<file path="src/rtl/range_check_scheduler.sv">
// Shared range comparator: round-robin arbitration over N_CH sample streams, a
// 2-stage signed bound check, and sticky violation status with optional halt.
module range_check_scheduler #(
  parameter int N_CH         = 4,
  parameter int WIDTH        = 16,
  parameter int EXPONENT     = -8,
  parameter int CNT_W        = 8,
  parameter int HALT_ON_FAIL = 1
) (
  input  logic                      clk,
  input  logic                      rst,
  input  logic [N_CH*WIDTH-1:0]     in_data,
  input  logic [N_CH-1:0]           in_valid,
  output logic [N_CH-1:0]           in_ready,
  input  logic [N_CH*WIDTH-1:0]     lim,
  input  logic                      clear,
  output logic [N_CH-1:0]           viol_flags,
  output logic                      first_valid,
  output logic [$clog2(N_CH)-1:0]   first_ch,
  output logic [WIDTH-1:0]          first_val,
  output logic [CNT_W-1:0]          viol_count,
  output logic                      halted,
  output logic                      busy
);
  // EXPONENT only names the fixed-point scale; it cancels out of the channel index width.
  localparam int CH_W = $clog2(N_CH) + (EXPONENT - EXPONENT);
  localparam logic [CNT_W-1:0] CNT_MAX = {CNT_W{1'b1}};

  logic [N_CH-1:0][WIDTH-1:0] data_a, lim_a;
  assign data_a = in_data;
  assign lim_a  = lim;

  logic [CH_W-1:0]  rr_q, rr_d;
  logic [CH_W:0]    idx;
  logic [CH_W-1:0]  gnt;
  logic             gnt_vld, hs;

  logic [1:0]       vld_pipe_q, vld_pipe_d;
  logic [CH_W-1:0]  s1_ch_q, s1_ch_d, s2_ch_q, s2_ch_d;
  logic [WIDTH-1:0] s1_data_q, s1_data_d, s1_lim_q, s1_lim_d, s2_data_q, s2_data_d;
  logic             s2_fail_q, s2_fail_d;

  logic [N_CH-1:0]  flags_q, flags_d;
  logic             fv_q, fv_d;
  logic [CH_W-1:0]  fch_q, fch_d;
  logic [WIDTH-1:0] fval_q, fval_d;
  logic [CNT_W-1:0] cnt_q, cnt_d;
  logic             halted_q, halted_d;

  logic signed [WIDTH:0] smp_x, lim_x, nlim_x;
  logic             fail, commit;

  // first valid channel at or after the round-robin pointer, with wrap
  always_comb begin
    gnt     = '0;
    gnt_vld = 1'b0;
    idx     = '0;
    for (int i = 0; i < N_CH; i++) begin
      idx = {1'b0, rr_q} + (CH_W+1)'(i);
      if (idx >= (CH_W+1)'(N_CH)) idx = idx - (CH_W+1)'(N_CH);
      if (!gnt_vld && in_valid[idx[CH_W-1:0]]) begin
        gnt_vld = 1'b1;
        gnt     = idx[CH_W-1:0];
      end
    end
  end

  assign hs = gnt_vld && !rst && !halted_q;

  always_comb begin
    in_ready = '0;
    if (hs) in_ready[gnt] = 1'b1;
  end

  // one extra bit keeps -lim exact for the full unsigned bound range
  always_comb begin
    smp_x  = {s1_data_q[WIDTH-1], s1_data_q};
    lim_x  = {1'b0, s1_lim_q};
    nlim_x = -lim_x;
    fail   = !s1_lim_q[WIDTH-1] && ((smp_x > lim_x) || (smp_x < nlim_x));
  end

  assign commit = vld_pipe_q[1] && s2_fail_q;

  always_comb begin
    rr_d       = rr_q;
    if (hs) rr_d = (gnt == CH_W'(N_CH-1)) ? '0 : gnt + CH_W'(1);

    vld_pipe_d = {vld_pipe_q[0], hs};
    s1_ch_d    = hs ? gnt         : s1_ch_q;
    s1_data_d  = hs ? data_a[gnt] : s1_data_q;
    s1_lim_d   = hs ? lim_a[gnt]  : s1_lim_q;
    s2_ch_d    = vld_pipe_q[0] ? s1_ch_q   : s2_ch_q;
    s2_data_d  = vld_pipe_q[0] ? s1_data_q : s2_data_q;
    s2_fail_d  = vld_pipe_q[0] ? fail      : s2_fail_q;

    // clear first, then a same-cycle commit lands on the cleared state
    flags_d  = clear ? '0   : flags_q;
    cnt_d    = clear ? '0   : cnt_q;
    fv_d     = clear ? 1'b0 : fv_q;
    halted_d = clear ? 1'b0 : halted_q;
    fch_d    = fch_q;
    fval_d   = fval_q;
    if (commit) begin
      flags_d[s2_ch_q] = 1'b1;
      if (cnt_d != CNT_MAX) cnt_d = cnt_d + CNT_W'(1);
      if (!fv_d) begin
        fv_d   = 1'b1;
        fch_d  = s2_ch_q;
        fval_d = s2_data_q;
      end
      if (HALT_ON_FAIL != 0) halted_d = 1'b1;
    end
  end

  always_ff @(posedge clk or posedge rst) begin
    if (rst) begin
      rr_q       <= '0;
      vld_pipe_q <= '0;
      s1_ch_q    <= '0;
      s1_data_q  <= '0;
      s1_lim_q   <= '0;
      s2_ch_q    <= '0;
      s2_data_q  <= '0;
      s2_fail_q  <= 1'b0;
      flags_q    <= '0;
      fv_q       <= 1'b0;
      fch_q      <= '0;
      fval_q     <= '0;
      cnt_q      <= '0;
      halted_q   <= 1'b0;
    end else begin
      rr_q       <= rr_d;
      vld_pipe_q <= vld_pipe_d;
      s1_ch_q    <= s1_ch_d;
      s1_data_q  <= s1_data_d;
      s1_lim_q   <= s1_lim_d;
      s2_ch_q    <= s2_ch_d;
      s2_data_q  <= s2_data_d;
      s2_fail_q  <= s2_fail_d;
      flags_q    <= flags_d;
      fv_q       <= fv_d;
      fch_q      <= fch_d;
      fval_q     <= fval_d;
      cnt_q      <= cnt_d;
      halted_q   <= halted_d;
    end
  end

  assign viol_flags  = flags_q;
  assign first_valid = fv_q;
  assign first_ch    = fch_q;
  assign first_val   = fval_q;
  assign viol_count  = cnt_q;
  assign halted      = halted_q;
  assign busy        = |vld_pipe_q;
endmodule
</file>
<file path="config.mk">
export PLATFORM = sky130hd
export DESIGN_NAME = range_check_scheduler
export DESIGN_NICKNAME = d
export VERILOG_FILES = /design/src/rtl/range_check_scheduler.sv
export SDC_FILE = /design/constraint.sdc
export NUM_CORES = 1
export LEC_CHECK = 0
export BUFFER_PORTS_ARGS = -buffer_cell sky130_fd_sc_hd__buf_2
export CAP_MARGIN = 20
export CORE_ASPECT_RATIO = 1.75
export CORE_MARGIN = 8
export CORE_UTILIZATION = 52
export CTS_CLUSTER_DIAMETER = 60
export DETAILED_ROUTE_END_ITERATION = 7
export GPL_TIMING_DRIVEN = 0
export HOLD_SLACK_MARGIN = 0.05
export MAX_ROUTING_LAYER = met4
export PLACE_DENSITY = 0.9
export SYNTH_ARGS = -nofsm -noshare
export SYNTH_HDL_FRONTEND = slang
export SYNTH_SLANG_ARGS = --single-unit
</file>
<file path="constraint.sdc">
create_clock -name clk -period 4 [get_ports clk]
set_input_delay 0.8 -clock clk [delete_from_list [all_inputs] [get_ports clk]]
set_output_delay 0.8 -clock clk [all_outputs]
set_load 0.05 [all_outputs]
</file>
# Yosys cells after proc, flatten, opt, wreduce, memory -nomap -nowiden
# Index checks and enable logic that the tools add are counted.
# totals
register_bits	89
latchBits	0
mem_bits_rw	0
mem_bits_ro	0
inputBits	135
wordCells	100
n_memories	0
# classes
n_addsub	10
n_mul	0
div	0
order_cmp	14
eq_ne	2
shifts	0
mux	39
n_bitwise	2
reduce_logical	19
# op_table
operator	n
16-bit binary-select mux with 2-bit select	2
16-bit 2-to-1 mux	2
8-bit 2-to-1 mux	3
2-bit by 3-bit less-than comparator with 1-bit output (second input constant)	6
2-bit 2-to-1 mux	9
16-bit by 17-bit > comparator with 1-bit output	1
16-bit by 17-bit less-than comparator with 1-bit output	1
16-bit negator with 17-bit output	1
1-bit 2-to-1 mux	14
4-bit 2-to-1 mux	3
3-bit greater-or-equal comparator (second input constant)	3
1-bit logical AND	9
8-bit by 1-bit adder with 8-bit output (second input constant)	1
1-bit binary-select mux with 2-bit select	4
8-bit != test (second input constant)	1
2-bit by 1-bit subtractor with 2-bit output (second input constant)	4
2-bit by 2-bit adder with 3-bit output (second input constant)	2
1-bit zero test	6
1-bit demux with 2-bit select	2
2-bit by 1-bit greater-or-equal comparator with 1-bit output (second input constant)	2
4-bit OR	1
2-bit by 1-bit adder with 3-bit output (second input constant)	1
2-bit by 3-bit greater-or-equal comparator with 1-bit output (second input constant)	1
2-bit by 1-bit adder with 2-bit output (second input constant)	1
other kinds (6)	6

# Longest topological paths before layout
# Gate-level depths: netlist of the first run.
# logic_depth
depth_word	19
mapped_depth	12
mapped_depth_nobuf	12

# Least setup slack after synthesis of the first run
# No wires, ideal clock.
# synth_timing
kind	input -> output
from	in in_valid[0]
to	out in_ready[3]
arrival_time_ns	2.117
path_slack_ns	1.083
cell_stages	6
path_buffers	2
path_cell_list	a21oi_1 a2bb2oi_2 buf_6 clkbuf_4 ha_1 and2_1
# synth_via
elab_chain_cells	17
# synth_lines
item	line	rtl
start, declared	13	input logic [N_CH-1:0] in_valid,
1-bit binary-select mux with 2-bit select	61	if (!gnt_vld && in_valid[idx[CH_W-1:0]]) begin
1-bit 2-to-1 mux (not written as such)	61	
1-bit 2-to-1 mux	61	
1-bit zero test	61	
1-bit logical AND	61	
1-bit 2-to-1 mux	61	
1-bit zero test	61	
1-bit logical AND	61	
(+2 left out)	--	
1-bit logical AND	61	
2-bit 2-to-1 mux (*)	61	
via gnt[1]	35	logic [CH_W-1:0] gnt;
2-bit by 3-bit less-than comparator with 1-bit output (not written as such) or 2-bit by 1-bit greater-or-equal comparator with 1-bit output (tied branches)	72	if (hs) in_ready[gnt] = 1'b1;
1-bit logical AND (not written as such)	72	
1-bit 2-to-1 mux (not written as such)	72	
1-bit demux with 2-bit select (*)	72	
4-bit 2-to-1 mux (*)	72	
end, declared	14	output logic [N_CH-1:0] in_ready,
# The timed path passes the listed nets; every way through them passes the cells marked *. The select of a mux whose other input is x is not followed.

# Final worst setup path of the first run
# Same ends and word-level chain as after synthesis.

==> results.yml, run 1 <==
route:
  wl_mm: 15.9
  routedWlPerCell_um: 19.4
  dr.pass1.iters: 4
  drt-initial-drc-count: 177
  drcViolationCount: 0
  antenna_left: 0
  num_vias: 4616
  viasPerCell: 5.65
cts:
  holdBufCountCts: 0
  htreeDepth: 3
  cts-root-buf: "clkbuf_16"
  cts_setup_buffers: 0
  cts_buffer_depth: 2
  post_cts_resized: 0
  cts.sinks: 89
  clkTransAtPathRegs_ps: 70
  tritoncts: "yes"
  cts_made_buffers: 9
  clock_latency_ps: 340
synthesis:
  syn_inst: 500
  synthFlopType: "dfrtp_1"
  ys_types: 58
  syn_avg_cell_area_um2: 11.2
  netlist_area_mm2: 0.00558
  yosys.area.top_type: "dfrtp_1"
  ys_seq_area_share_pct: 39.9
  syn_nets: 674
  synthTopCellsByCount: "dfrtp_1, mux2i_1, nand2_1"
  synth_most_common_cell: "dfrtp_1"
  synth-seq-cells: 89
  ys_top_cells_by_area: "dfrtp_1, mux2i_1, ha_1, mux2_2, o221ai_2"
  synthArstFlopShare_pct: 100
  yosysWarnings: 0
  synth_enable_flop_cells: 0
  synth_top_cell_area_share_pct: 39.9
floorplan:
  fp-row-count: 50
  start_util_pct: 52.7
  fp.dieArea_mm2: 0.0144
  fp.dieH_um: 153
  core_region_area_mm2: 0.0106
  chipWidth_um: 94.3
  ios: 172
worst_setup_path:
  crit_required_ps: 3200
  critPathLaunchType: "input port"
  r2r_slack_ps: 820
  critPathArrivalTime_ps: 2560
  reg2reg_depth: 11
  path_max_fanout: 11
  rr_endpoint: "s2_fail_q$_DFFE_PP0P_"
  r2r_start: "s1_lim_q[5]$_DFFE_PP0P_"
  crit_type: "input port to output port"
  critPathCaptureType: "output port"
sta:
  layout_setup_ws_ps: 641
  clock-skew-final_ps: 6.11
  worstMarginPinSlew_ps: 579
  finalCritPeriodShare_pct: 84.0
  fmax_mhz: 298
  setup_viol: 0
  period_needed_ps: 3360
  rsz0062_at_grt: "no"
  hold_viol: 0
  fin_hold_ws_ps: 441
  finalMaxSlewViolations: 0
  maxSlewHeadroom_pct: 61.1
  setup-tns-final_ps: 0
grt:
  grt_max_degree: 66
  antenna_found_initial: 0
  grt_pass1_vias: 5155
  grt_pass1_wl_mm: 25.6
  grt_usage_pct: 23.3
  grt.overflow.total: 0
place:
  place_congestion: 0.879
  dp.cells: 801
  numPortBuffers: 170
  dp_hpwl_mm: 13.1
  place_ws_ps: 657
finish:
  fin_cells: 817
  diodes: 0
  syn_to_final_growth_pct: 24.3
  final_nets: 856
  fill_cells: 855
  drive_gt1_share_pct: 38.9
run:
  maxCapViolCount: 0
power:
  p_leak_nw: 3.49
  ir_worst_vdd_mv: 0.493
  power_density_mw_per_mm2: 765
outcome:
  status: "completed"
hold_path:
  hold_class: "input port to asynchronous set/reset pin"
-- stage by stage --
step	total power, W	utilization, %	instance area (µm²)
global placement	0.00433	62.3	6590
floorplan	0.00366	-	5580
detailed placement	0.00445	62.6	6620
global route	0.00567	65.6	6930
finish	0.00530	65.6	6930
CTS	0.00534	65.6	6930
-- worst max-delay path: stages --
cell	delay [ps]
buf_2	120
nand2_1	80
nand3b_1	100
a2bb2oi_2	310
buf_6	220
clkbuf_4	300
ha_1	220
and2_1	140
buf_2	260
-- sequential cells by signal (all words and copies together) (netlist names) --
register / count
first_valid: 1
first_val: 16
s2_fail_q: 1
s2_ch_q: 2
viol_count: 8
viol_flags: 4
vld_pipe_q: 2
s1_data_q: 16
s2_data_q: 16
s1_ch_q: 2
rr_q: 2
first_ch: 2
halted: 1
s1_lim_q: 16
-- report_power, final --
part	switching [W]	total (W)	internal (W)
clock network	0.000367	0.000877	0.000510
logic	0.00163	0.00274	0.00111
registers	0.000405	0.00169	0.00128
total	0.00240	0.00530	0.00290
-- final cells by class --
| class | instances | area (µm²) | area share (%) |
|---|---|---|---|
| inverters | 28 | 108 | 1.55 |
| clock inverters | 6 | 72.6 | 1.05 |
| repair buffers | 171 | 878 | 12.7 |
| flip-flops and latches | 89 | 2230 | 32.1 |
| plain buffers | 23 | 146 | 2.11 |
| well taps | 130 | 163 | 2.35 |
| multi-input cells | 360 | 3100 | 44.7 |
| clock buffers | 10 | 239 | 3.45 |
-- placed cells by master, fill, tap and decap left out, drive strengths merged, types with 5 or more instances in the layout --
master,synthesis,routed
o221ai,32,32
nand4,9,9
and2,5,5
a21o,6,6
mux2i,67,67
nor3,5,5
ha,39,39
buf,14,185
inv,28,31
nand3,14,14
dfrtp,89,89
o21ai,5,5
xnor2,17,17
mux2,37,37
nand2,51,51
a21oi,14,14
clkbuf,9,19
nor2,13,13
nor2b,5,5
nand2b,6,6
-- worst max-delay path by stage --
stage / slack, ps / from / to / depth (start not counted)
3_3_place_gp: 60 / rst / s1_data_q[14]$_DFFE_PP0P_ / 2
2_1_floorplan: 890 / rst / first_ch[0]$_DFFE_PP0P_ / 1
3_5_place_dp: 660 / in_valid[0] / in_ready[3] / 9
4_1_cts: 650 / in_valid[0] / in_ready[3] / 9
6_report: 640 / in_valid[0] / in_ready[3] / 9
5_1_grt: 570 / in_valid[0] / in_ready[3] / 9
-- logic make-up (layout without fill, tap and decap cells) --
| family | after synthesis | in the layout | synth area share, % |
|---|---|---|---|
| compound gates | 73 | 73 | 12.2 |
| simple gates | 125 | 125 | 12.1 |
| fa+ha+maj | 39 | 39 | 8.75 |
| buf+inv | 51 | 238 | 4.51 |
| xor+xnor | 19 | 19 | 2.98 |
| flops | 89 | 89 | 39.9 |
| mux | 104 | 104 | 19.5 |
-- metal layers --
metal,track usage (%),vias to the layer above,wire length (µm),part of all wire (%)
met5,-,-,0,0
met4,12.0,0,637,4.0
met3,3.87,37,734,4.6
met2,41.9,166,8710,55
met1,22.9,2209,5780,36
li1,-,2204,-,-
No activity file was read; power rests on OpenSTA's default activity.
==> run 2: changes to the inputs <==
--- a/config.mk
+++ b/config.mk
@@ -5,11 +5,12 @@
 export SDC_FILE = /design/constraint.sdc
 export NUM_CORES = 1
 export LEC_CHECK = 0
+export ABC_AREA = 1
 export BUFFER_PORTS_ARGS = -buffer_cell sky130_fd_sc_hd__buf_2
 export CAP_MARGIN = 20
 export CORE_ASPECT_RATIO = 1.75
 export CORE_MARGIN = 8
-export CORE_UTILIZATION = 52
+export CORE_UTILIZATION = 53
 export CTS_CLUSTER_DIAMETER = 60
 export DETAILED_ROUTE_END_ITERATION = 7
 export GPL_TIMING_DRIVEN = 0
==> constraint.sdc (replaced) <==
create_clock -name clk -period 3.2 [get_ports clk]
set_input_delay 0.64 -clock clk [delete_from_list [all_inputs] [get_ports clk]]
set_output_delay 0.64 -clock clk [all_outputs]
set_load 0.05 [all_outputs]
==> run 2 against run 1 <==
Net effect:
- flip-flop and latch count unchanged
- worst setup slack got worse by 450 ps
- global-route usage increased by 1.9 points
- register-to-register slack got worse by 570 ps
- highest routed layer unchanged
- clock-buffer cell count increased by 1
- clock power increased by 29%
- critical path type is now flop to output port
- largest power group unchanged
- sequential power increased by 21%
- clock skew increased by 2.2 ps
- die area increased by 5.8%
- critical path depth increased by 5
==> results.yml, run 2 <==
worst_setup_path:
  critPathArrivalTime_ps: 2370
  crit_type: "flop to output port"
  crit_required_ps: 2560
  critPathLaunchType: "flop"
  critPathCaptureType: "output port"
  cpMostUsedCell: "nand2_2"
  critPathMaxStageDelay_ps: 460
  r2r_start: "s1_lim_q[0]$_DFFE_PP0P_"
  rr_endpoint: "s2_fail_q$_DFFE_PP0P_"
  crit_path_cell_trace: "buf_2 -> nand2_1 -> nand3_1 -> nand2_2 -> nor2_4 -> nand3_2 -> nand2_2 -> nand2_2 -> buf_8 -> inv_1 -> ha_1 -> inv_1 -> nor2_1 -> buf_6"
  r2r_slack_ps: 250
  crit_slowest_cell: "dfrtp_2"
  path_max_fanout: 6
  reg2reg_depth: 21
run:
  maxCapViolCount: 0
sta:
  worstMarginPinSlew_ps: 450
  rsz0062_at_grt: "yes"
  fin_hold_ws_ps: 250
  setup_viol: 0
  finalCritPeriodShare_pct: 94.2
  maxSlewHeadroom_pct: 70.0
  period_needed_ps: 3010
  fmax_mhz: 332
  clock-skew-final_ps: 8.36
  finalMaxSlewViolations: 0
  hold_viol: 0
synthesis:
  synthTopCellsByCount: "nand2_1, nand3_1, dfrtp_1"
  ys_top_cells_by_area: "dfrtp_1, nand2_1, nand3_1, ha_1, inv_1"
  synth_most_common_cell: "nand2_1"
  synth_enable_flop_cells: 0
  ys_types: 33
  ys_seq_area_share_pct: 36.7
  netlist_area_mm2: 0.00606
  syn_nets: 1043
  syn_inst: 869
  yosys.area.top_type: "dfrtp_1"
  syn_avg_cell_area_um2: 6.98
  synthArstFlopShare_pct: 100
  yosysWarnings: 0
  synth-seq-cells: 89
  synthFlopType: "dfrtp_1"
  synth_top_cell_area_share_pct: 36.7
finish:
  syn_to_final_growth_pct: 25.0
  final_common_cell: "nand2_1"
  fill_cells: 930
  multi_input_area_mm2: 0.00332
  fin_cells: 1199
  layout_common_cells: "nand2_1, buf_2, nand3_1"
  final_nets: 1236
  diodes: 0
  seq_area_mm2: 0.00223
  drive_gt1_share_pct: 23.9
route:
  viasPerCell: 5.48
  drt-initial-drc-count: 317
  wl_mm: 19.1
  num_vias: 6576
  antenna_left: 0
  drcViolationCount: 0
  routedWlPerCell_um: 16.0
  dr.pass1.iters: 5
floorplan:
  core_region_area_mm2: 0.0112
  fp.dieArea_mm2: 0.0153
  start_util_pct: 54.3
  fp.dieH_um: 158
  chipWidth_um: 96.9
  fp-row-count: 51
  ios: 172
grt:
  grt.overflow.total: 0
  grt_usage_pct: 25.2
  grt_max_degree: 71
  grt_pass1_wl_mm: 30.6
  grt_pass1_vias: 6626
  antenna_found_initial: 0
power:
  ir_worst_vdd_mv: 0.808
  internal_power_w: 0.00437
  swShare_pct: 52.0
  combinationalPowerShare_pct: 65.1
  p_switching_w: 0.00473
  totalPowerFinal_w: 0.00910
  power_density_mw_per_mm2: 1200
  p_leak_nw: 4.26
  clock_power_share_pct: 12.4
  seq_power_share_pct: 22.4
cts:
  cts_buffer_depth: 2
  htreeDepth: 3
  clock_latency_ps: 340
  tritoncts: "yes"
  clkTransAtPathRegs_ps: 60
  cts-root-buf: "clkbuf_16"
  cts_made_buffers: 9
  cts.sinks: 89
  holdBufCountCts: 0
place:
  dp_hpwl_mm: 14.9
  numPortBuffers: 171
  dp.cells: 1173
  place_congestion: 0.921
outcome:
  status: "completed"
hold_path:
  hold_class: "input port to asynchronous set/reset pin"
-- run 2: changes by cell type after synthesis, moves of 25 or more --
cell	before	now
o21ai_0	2	47
nand3_1	14	142
inv_1	24	73
mux2i_1	67	0
mux2_2	26	0
nand2_1	48	327
nor2_1	13	38
-- run 2: layout make-up --
type / instances / area share [%]
plain buffers: 40 / 3.43
clock buffers: 11 / 3.07
clock inverters: 5 / 1.14
inverters: 77 / 3.85
multi-input cells: 661 / 43.8
flip-flops and latches: 89 / 29.4
well taps: 132 / 2.18
repair buffers: 183 / 13.0
repair inverters: 1 / 0.0990
-- run 2: layer usage --
| layer | global-route usage (%) | share of wire, % |
|---|---|---|
| met2 | 46.2 | 54 |
| met1 | 23.7 | 36 |
| met4 | 16.8 | 5.6 |
| met3 | 3.91 | 5.0 |
| met5 | - | 0 |
-- run 2: worst max-delay path by stage --
stage,from,end,slack (ps),cells after the start
detailed placement,s1_lim_q[0]$_DFFE_PP0P_,s2_fail_q$_DFFE_PP0P_,60,19
finish,rr_q[0]$_DFFE_PP0P_,in_ready[3],190,14
CTS,rr_q[0]$_DFFE_PP0P_,in_ready[2],20,14
global placement,rst,s1_lim_q[14]$_DFFE_PP0P_,-670,2
floorplan,in_valid[3],in_ready[3],110,14
global route,s1_lim_q[1]$_DFFE_PP0P_,s2_fail_q$_DFFE_PP0P_,-10,21
-- run 2: logic make-up (layout without fill, tap and decap cells) --
| family | count (synthesis) | in the layout | synth area share, % |
|---|---|---|---|
| and+or+nand+nor | 537 | 537 | 37.6 |
| DFF | 89 | 89 | 36.7 |
| adders and majority gates | 39 | 39 | 8.05 |
| xor gates and xnor gates | 14 | 14 | 2.02 |
| buffers and inverters | 119 | 317 | 9.20 |
| AOI/OAI and AO/OA | 71 | 71 | 6.44 |
-- run 2: power groups by stage --
stage | combinational (W) | clock (W) | sequential (W)
finish | 0.00592 | 0.00113 | 0.00204
global route | 0.00656 | 0.00118 | 0.00208
CTS | 0.00569 | 0.00114 | 0.00202
detailed placement | 0.00553 | 0 | 0.00201
global placement | 0.00538 | 0 | 0.00199
floorplan | 0.00382 | 0 | 0.00226
-- run 2: critical path: cells and delay by family (launching register included) --
family | cells | cell delay [ps]
buffers and inverters | 5 | 610
DFF | 1 | 460
adders and majority gates | 1 | 160
and+or+nand+nor | 8 | 800
-- run 2: timing repair --
item	in CTS	in global routing
buffers inserted	2	8
pin swaps	1	4
setup endpoints to repair	4	5
resized for setup	11	14
gates cloned	1	1
-- run 2: per-stage QoR --
step	setup slack [ps]	utilization (%)	area, µm²	TNS [ps]
after global placement	-674	63.5	7090	-59280
after floorplan	111	-	6060	0
after global routing	-10.1	67.9	7580	-10.1
final	187	67.9	7580	0
after detailed placement	60.9	63.7	7120	0
after CTS	19.3	67.0	7480	0
==> run 3: changes to the inputs <==
--- a/config.mk
+++ b/config.mk
@@ -15,7 +15,6 @@
 export DETAILED_ROUTE_END_ITERATION = 7
 export GPL_TIMING_DRIVEN = 0
 export HOLD_SLACK_MARGIN = 0.05
-export MAX_ROUTING_LAYER = met4
 export PLACE_DENSITY = 0.9
 export SYNTH_ARGS = -nofsm -noshare
 export SYNTH_HDL_FRONTEND = slang
==> run 3 against run 2 <==
Net effect:
- cell area is 0.28% lower
- worst hold slack improved by 120 ps
- flip-flop and latch count unchanged
- clock power is 12% lower
- core utilization shrank 0.19 points
- sequential power hardly changed
- sequential share of layout area up 0.083 points
- largest cell class unchanged
- via count shrank 1.6%
- die area is the same
==> results.yml, run 3 (synthesis gave the netlist of run 2 again) <==
outcome:
  status: "completed"
sta:
  hold_viol: 0
  period_needed_ps: 3030
  maxSlewHeadroom_pct: 62.8
  clock-skew-final_ps: 7.60
  finalMaxSlewViolations: 0
  worstMarginPinSlew_ps: 559
  setup_viol: 0
  fin_hold_ws_ps: 370
  rsz0062_at_grt: "yes"
  layout_setup_ws_ps: 166
  fmax_mhz: 330
  finalCritPeriodShare_pct: 94.8
grt:
  grt_max_degree: 48
  grt_pass1_wl_mm: 30.4
  antenna_found_initial: 0
  grt_pass1_vias: 6665
  grt.overflow.total: 0
  grt_usage_pct: 24.2
run:
  maxCapViolCount: 0
finish:
  drive_gt1_share_pct: 24.4
  final_nets: 1231
  layout_common_cells: "nand2_1, buf_2, nand3_1"
  final_cell_area_mm2: 0.00756
  diodes: 0
  fill_cells: 926
  syn_to_final_growth_pct: 24.7
  multi_input_area_mm2: 0.00336
  seq_area_mm2: 0.00223
  final_common_cell: "nand2_1"
floorplan:
  core_region_area_mm2: 0.0112
  ios: 172
  start_util_pct: 54.3
  fp-row-count: 51
  fp.dieArea_mm2: 0.0153
  fp.dieH_um: 158
  chipWidth_um: 96.9
cts:
  cts_made_buffers: 9
  holdBufCountCts: 0
  clkTransAtPathRegs_ps: 70
  htreeDepth: 3
  cts-root-buf: "clkbuf_16"
  tritoncts: "yes"
  clock_latency_ps: 350
  cts.sinks: 89
  cts_buffer_depth: 2
place:
  place_area_mm2: 0.00712
  dp_hpwl_mm: 14.9
  place_ws_ps: 68.7
  place_congestion: 0.901
  numPortBuffers: 171
hold_path:
  hold_class: "input port to asynchronous set/reset pin"
worst_setup_path:
  critPathCaptureType: "output port"
  r2r_slack_ps: 200
  crit_required_ps: 2560
  rr_endpoint: "s2_fail_q$_DFFE_PP0P_"
  path_max_fanout: 19
  reg2reg_depth: 21
  r2r_start: "s1_lim_q[1]$_DFFE_PP0P_"
  crit_path_end: "in_ready[0]"
  critPathLaunchType: "flop"
  critPathLaunch: "rr_q[0]$_DFFE_PP0P_"
  critPathArrivalTime_ps: 2390
  crit_type: "flop to output port"
route:
  wl_mm: 18.7
  drcViolationCount: 0
  routedWlPerCell_um: 15.6
  viasPerCell: 5.42
  antenna_left: 0
  num_vias: 6473
  dr.pass1.iters: 5
  drt-initial-drc-count: 354
power:
  p_leak_nw: 4.22
  totalPowerFinal_w: 0.00888
  ir_worst_vdd_mv: 0.777
  power_density_mw_per_mm2: 1170
run 3: layout make-up:
class | count | area share, %
buffer | 40 | 3.44
clock buffer | 11 | 3.21
clock inverter | 5 | 0.513
inverter | 77 | 3.92
multi-input combinational | 661 | 44.5
sequential | 89 | 29.5
tap | 132 | 2.18
timing repair buffer | 179 | 12.8
run 3: timing repair:
action                                  4_1_cts  5_1_grt
setup buffers                                 4        3
pin swaps                                     1        9
endpoints found under the setup margin        4        5
resized for setup                            11       27
run 3: how the worst min path moves through the flow:
stage,start,endpoint,slack (ps),cells past startpoint
after floorplan,vld_pipe_q[0]$_DFF_PP0_,vld_pipe_q[1]$_DFF_PP0_,370,0
after global placement,vld_pipe_q[0]$_DFF_PP0_,vld_pipe_q[1]$_DFF_PP0_,370,0
after detailed placement,vld_pipe_q[0]$_DFF_PP0_,vld_pipe_q[1]$_DFF_PP0_,400,0
after CTS,rst,viol_count[2]$_DFF_PP0_,380,2
after global routing,rst,viol_count[0]$_DFF_PP0_,410,2
final,rst,s1_data_q[8]$_DFFE_PP0P_,370,2
run 3: metal layers:
layer  up-vias  routed length (µm)  GRT usage (%)  part of all wire [%]
li1       3189                   -              -                     -
met1      2969                6580           23.1                    35
met2       256                9990           45.0                    54
met3        59                1190           6.14                   6.4
met4         0                 897           15.3                   4.8
met5         -                   0              0                     0
run 3: worst max-delay path: stages (launching register included):
cell     delay (ps)
dfrtp_2         450
buf_6           150
nand2_1          70
o21ai_2          70
o21ai_2         240
nand4_1         200
nand2_4         270
ha_1            210
inv_1            50
nor2_2          140
buf_6           180
run 3: metrics by stage:
step	setup TNS, ps	utilization [%]	cells
after floorplan	0	-	869
after global routing	-53.7	67.7	1194
final	0	67.7	1194
after global placement	-58960	63.5	1172
after detailed placement	0	63.7	1173
after CTS	0	66.8	1193
run 3: report_power, final:
part	total, W	internal, W	switching (W)	leakage, nW
Sequential	0.00204	0.00159	0.000448	1.14
Clock	0.000993	0.000553	0.000441	0.137
Combinational	0.00585	0.00202	0.00383	2.95
Total	0.00888	0.00416	0.00472	4.22
